$ cat config.mk
export PLATFORM = sky130hd
export DESIGN_NAME = oh2bin5
export DESIGN_NICKNAME = d
export VERILOG_FILES = /design/src/rtl/cnt5_chk_pkg.sv /design/src/rtl/cnt5_chk_oh2bin5.sv
export SDC_FILE = /design/constraint.sdc
export NUM_CORES = 1
export LEC_CHECK = 0
export ABC_AREA = 1
export ABC_CLOCK_PERIOD_IN_PS = 6800
export CORE_AREA = 2 2 39 41
export DETAILED_ROUTE_END_ITERATION = 8
export DIE_AREA = 0 0 41 43
export SYNTH_ARGS = -nofsm -noshare
export SYNTH_HDL_FRONTEND = slang
export SYNTH_SLANG_ARGS = --single-unit
export TNS_END_PERCENT = 100
$ cat constraint.sdc
create_clock -name vclk -period 6.8
set_input_delay 1.36 -clock vclk [all_inputs]
set_output_delay 1.36 -clock vclk [all_outputs]
set_load 0.005 [all_outputs]
$ cat src/rtl/cnt5_chk_pkg.sv
// Shared constants, state encoding and helpers for the mod-5 counter checker.
// Holds the modulus, maximum count, counter width, saturation value and FSM states.
package cnt5_chk_pkg;

   localparam int unsigned          MOD_N   = 5;
   localparam logic [2:0]           MAX_CNT = 3'd4;
   localparam int unsigned          CNT_W   = 8;
   localparam logic [CNT_W-1:0]     SAT_VAL = 8'd255;
   localparam logic [2:0]           BAD_DEC = 3'd7;

   typedef enum logic [1:0] {
      ST_IDLE = 2'd0,
      ST_RUN  = 2'd1,
      ST_FAIL = 2'd2
   } state_t;

   function automatic logic [2:0] cnt_next(input logic [2:0] cur);
      return (cur == MAX_CNT) ? 3'd0 : cur + 3'd1;
   endfunction

   function automatic logic [MOD_N-1:0] bin2oh(input logic [2:0] b);
      logic [MOD_N-1:0] r;
      r = '0;
      for (int unsigned i = 0; i < MOD_N; i++) begin
         if (b == 3'(i)) r[i] = 1'b1;
      end
      return r;
   endfunction

endpackage

$ cat src/rtl/cnt5_chk_oh2bin5.sv
// Combinational 5-bit one-hot to 3-bit binary decoder with a validity flag.
// Any code without exactly one bit set decodes to BAD_DEC with valid low.
module oh2bin5
   import cnt5_chk_pkg::*;
(
   input  logic [MOD_N-1:0] oh,
   output logic [2:0]       bin,
   output logic             valid
);

   logic [2:0] idx;
   logic [2:0] ones;

   always_comb begin
      idx  = '0;
      ones = '0;
      for (int unsigned i = 0; i < MOD_N; i++) begin
         if (oh[i]) begin
            idx  = 3'(i);
            ones = ones + 3'd1;
         end
      end
      valid = (ones == 3'd1);
      bin   = valid ? idx : BAD_DEC;
   end

endmodule

== Word level (Yosys, flattened, before mapping) ==
Cells that the tools add are included.
Word-level totals
  flip-flop bits (word level): 0
  output and inout port bits: 4
  logic and storage cells: 15
Operators by class
  eq/ne operators: 1
  $add $sub $neg: 4
  muxes and demuxes: 10
Operators with widths (count)
  2-to-1 mux 3 bit: 8
  adder 3 x 1 -> 3 bit, second input constant: 4
  == test 3 x 1 -> 1 bit, second input constant: 1
  2-to-1 mux 1 bit: 2

== Logic depth before layout (Yosys ltp) ==
  word-level depth: 11
  mapped depth: 16
  depth with buffers taken out: 16

== Worst setup path after synthesis ==
Ideal clock, no wire load.
  path kind: input to output
  from: input oh[1]
  to: output valid
  arrival time: 3.198 ns
  data required time: 5.440 ns
  buffers on the path: 0
  stages: 16
  slack: 2.242 ns
  path through: inv_1 ha_1 inv_1 nand2_1 nand2_1 ha_1 or2_1 nand2_2 inv_1 ha_1 nand2_1 xor2_1 nand2_1 nand2_2 nand2_1 nor2_1
On the way
  longest elaborated chain between the ends: 8
RTL lines
  start: declaration: line cnt5_chk_oh2bin5.sv:6  | input logic [MOD_N-1:0] oh,
  2-to-1 mux 3 bit *: line cnt5_chk_oh2bin5.sv:18  | if (oh[i]) begin
  adder 3 x 1 -> 3 bit: line cnt5_chk_oh2bin5.sv:20  | ones = ones + 3'd1;
  2-to-1 mux 3 bit *: line cnt5_chk_oh2bin5.sv:18
  adder 3 x 1 -> 3 bit: line cnt5_chk_oh2bin5.sv:20
  2-to-1 mux 3 bit *: line cnt5_chk_oh2bin5.sv:18
  adder 3 x 1 -> 3 bit: line cnt5_chk_oh2bin5.sv:20
  2-to-1 mux 3 bit *: line cnt5_chk_oh2bin5.sv:18
  == test 3 x 1 -> 1 bit *: line cnt5_chk_oh2bin5.sv:23  | valid = (ones == 3'd1);
  end: declaration: line cnt5_chk_oh2bin5.sv:8  | output logic valid
Every way passes the cells marked *; elsewhere a longest branch is shown, timed or not.

== Final worst setup path ==
Ends and elaborated chain as after synthesis.

==> key figures <==
STA
  • Setup repair after global routing missed its margin: false
  • Final number of hold-violating endpoints: 0
  • Portion of the clock cycle consumed by the worst path in the final layout: 83.5%
  • Worst relative slew slack: 83.9%
  • Maximum clock frequency: 176 MHz
  • Final count of pins violating max slew: 0
  • Post-route minimum period: 5.68 ns
  • Total Neg Setup Slack: 0 ns
  • Worst Tran Pin Value: 0.241 ns
  • Final setup violating endpoints: 0
  • Hold WS: 3.83 ns

Final layout
  • Most common cell after layout, fill and taps aside: sky130_fd_sc_hd__nand2_1
  • Share of cells above drive strength 1: 15.0%
  • Area delta synth->final: 39.3%
  • Count of flip-flops and latches: 0
  • Inserted Diodes: 0
  • Final cell area excluding filler cells: 390 um^2
  • Number of inserted filler cells in the final layout: 170
  • Most used cells in the layout excluding fill and tap cells: sky130_fd_sc_hd__nand2_1 (16), sky130_fd_sc_hd__inv_1 (9), sky130_fd_sc_hd__clkdlybuf4s50_1 (9)
  • Count of nets after finishing: 71
  • Final std cells w/o fill: 76
  • Clock Buffer Count: 0
  • Flip-flop and latch area: 0 um^2

Route
  • DRC Markers: 0
  • Remaining antenna violation count: 0
  • Initial detailed-routing violation count: 3
  • Highest metal layer with signal wires: met3
  • Average vias per placed instance: 4.29
  • Met1 layer wirelength in the final routing: 257 um
  • Post-detailed-routing wire length: 567 um
  • 1st-pass router iterations: 4
  • Met2 routed WL: 299 um
  • Via count: 326
  • Detail Route met3 WL: 10 um
  • Average wire length per cell after detail routing: 7.46 um

Floorplanning
  • Initial standard-cell utilization of the core: 20.3%
  • Height of the die: 43 um
  • Ports placed on the boundary: 9
  • Row cnt: 14
  • Full die area: 1760 um^2
  • Core area: 1380 um^2
  • Horiz. Die Dim: 41 um

Hold path
  • Type of the worst min-delay path: input port to output pin

Critical path
  • Startpoint type of the worst setup path: input port
  • CP Data Arrival Time: 4.32 ns
  • Kind of capture point of the worst setup path: output pin
  • Crit-path max FO: 4
  • Critical path class: input port to output pin
  • Data required time of the worst path: 5.44 ns

Yosys
  • Number of instances in the synthesized netlist: 51
  • Netlist cell types: 14
  • Share of the synthesized area in the top cell type: 21.4%
  • Net count of the mapped netlist: 60
  • Biggest area consumer among synthesized cells: sky130_fd_sc_hd__nand2_1
  • Count of synthesis-stage warnings from yosys: 0
  • Post-synthesis sequential area ratio: 0%
  • Mean area per synthesized cell: 5.50 um^2
  • Dominant cells by area after synthesis: sky130_fd_sc_hd__nand2_1 (21%), sky130_fd_sc_hd__ha_1 (18%), sky130_fd_sc_hd__inv_1 (12%), sky130_fd_sc_hd__nand3_2 (11%), sky130_fd_sc_hd__nand2_2 (8.9%)
  • Netlist Area Pre-Place: 280 um^2

Global routing
  • Antenna violations before repair: 0
  • Wire length of the first global-routing pass: 1.06 mm
  • GRT Residual Overflow: 0
  • Via count of the first global-routing pass: 296
  • Global-route usage over all layers: 7.79%
  • Maximum number of pins on one net before global-route repair: 8

Placement
  • Placer congestion estimate: 0.752
  • Port Buf Inserts: 9
  • Placed Instance Area: 390 um^2
  • Placed cell count: 76

Clock network
  • Post-CTS resize count: 0
  • # hold bufs at CTS: 0
  • Post CTS Setup Buffer Count: 0

Run
  • Number of maximum-capacitance violations: 0

Power and ir drop
  • Total leakage power: 0.213 nW
  • Cell area power density: 86.0 nW/um^2
  • Worst IR drop on VDD: 0.0201 mV
  • Post-layout power: 0.0000336 W

Run status
  • Result of the run: finished clean
## path summary, 6_finish.rpt
check                 start  endpoint  slack [ns]  depth (start not counted)
worst min-delay path  oh[4]     valid        3.83                          4
worst max-delay path  oh[1]     valid        1.12                         18
## cells in the mapped netlist, drive strengths merged
library cell / instances
a21oi: 1
ha: 4
inv: 11
nand2: 20
nand3: 8
nand4: 1
nor2: 1
o21ai: 2
or2: 1
xnor2: 1
xor2: 1
## per-layer routing
| layer | GRT usage (%) | vias to the layer above |
|---|---|---|
| li1 | - | 178 |
| met1 | 8.54 | 145 |
| met2 | 15.9 | 3 |
| met3 | 0 | 0 |
| met4 | 0 | 0 |
| met5 | 0 | - |
## logic make-up after synthesis
family / count (synthesis) / synth area share (%)
AO/OA/AOI/OAI: 3 / 5.36
XOR/XNOR: 2 / 6.25
adder cells (fa/ha/maj): 4 / 17.9
buffers and inverters: 11 / 14.7
AND/OR/NAND/NOR: 31 / 55.8
## critical path, cell delays in order
cell                              delay (ns)
sky130_fd_sc_hd__clkdlybuf4s50_1        0.48
sky130_fd_sc_hd__inv_1                  0.05
sky130_fd_sc_hd__ha_1                   0.32
sky130_fd_sc_hd__inv_1                  0.06
sky130_fd_sc_hd__nand2_1                0.09
sky130_fd_sc_hd__nand2_1                0.07
sky130_fd_sc_hd__ha_1                   0.27
sky130_fd_sc_hd__or2_1                  0.23
sky130_fd_sc_hd__nand2_2                0.10
sky130_fd_sc_hd__inv_1                  0.05
sky130_fd_sc_hd__ha_1                   0.17
sky130_fd_sc_hd__nand2_1                0.11
sky130_fd_sc_hd__xor2_1                 0.15
sky130_fd_sc_hd__nand2_1                0.08
sky130_fd_sc_hd__nand2_2                0.10
sky130_fd_sc_hd__nand2_1                0.05
sky130_fd_sc_hd__nor2_1                 0.08
sky130_fd_sc_hd__clkdlybuf4s50_1        0.49
## area by class of cell
cell class	count	area, um^2	share of cell area, %
Tap cell	16	20.0	5.13
Inverter	11	41.3	10.6
Multi-Input combinational cell	40	239	61.2
Timing Repair Buffer	9	90.1	23.1
## through the flow
stage | setup WS [ns] | util (%)
after floorplan | 2.24 | -
after global placement | 1.16 | 28.2
after detailed placement | 1.10 | 28.2
after CTS | 1.10 | 28.2
after global routing | 0.926 | 28.2
final | 1.12 | 28.2
## power by group
group	internal [W]	total, W	switching (W)	leakage, nW
clock network	0	0	0	0
logic	0.0000162	0.0000336	0.0000174	0.213
registers	0	0	0	0
Note: power is estimated with default switching activity, not from simulation.
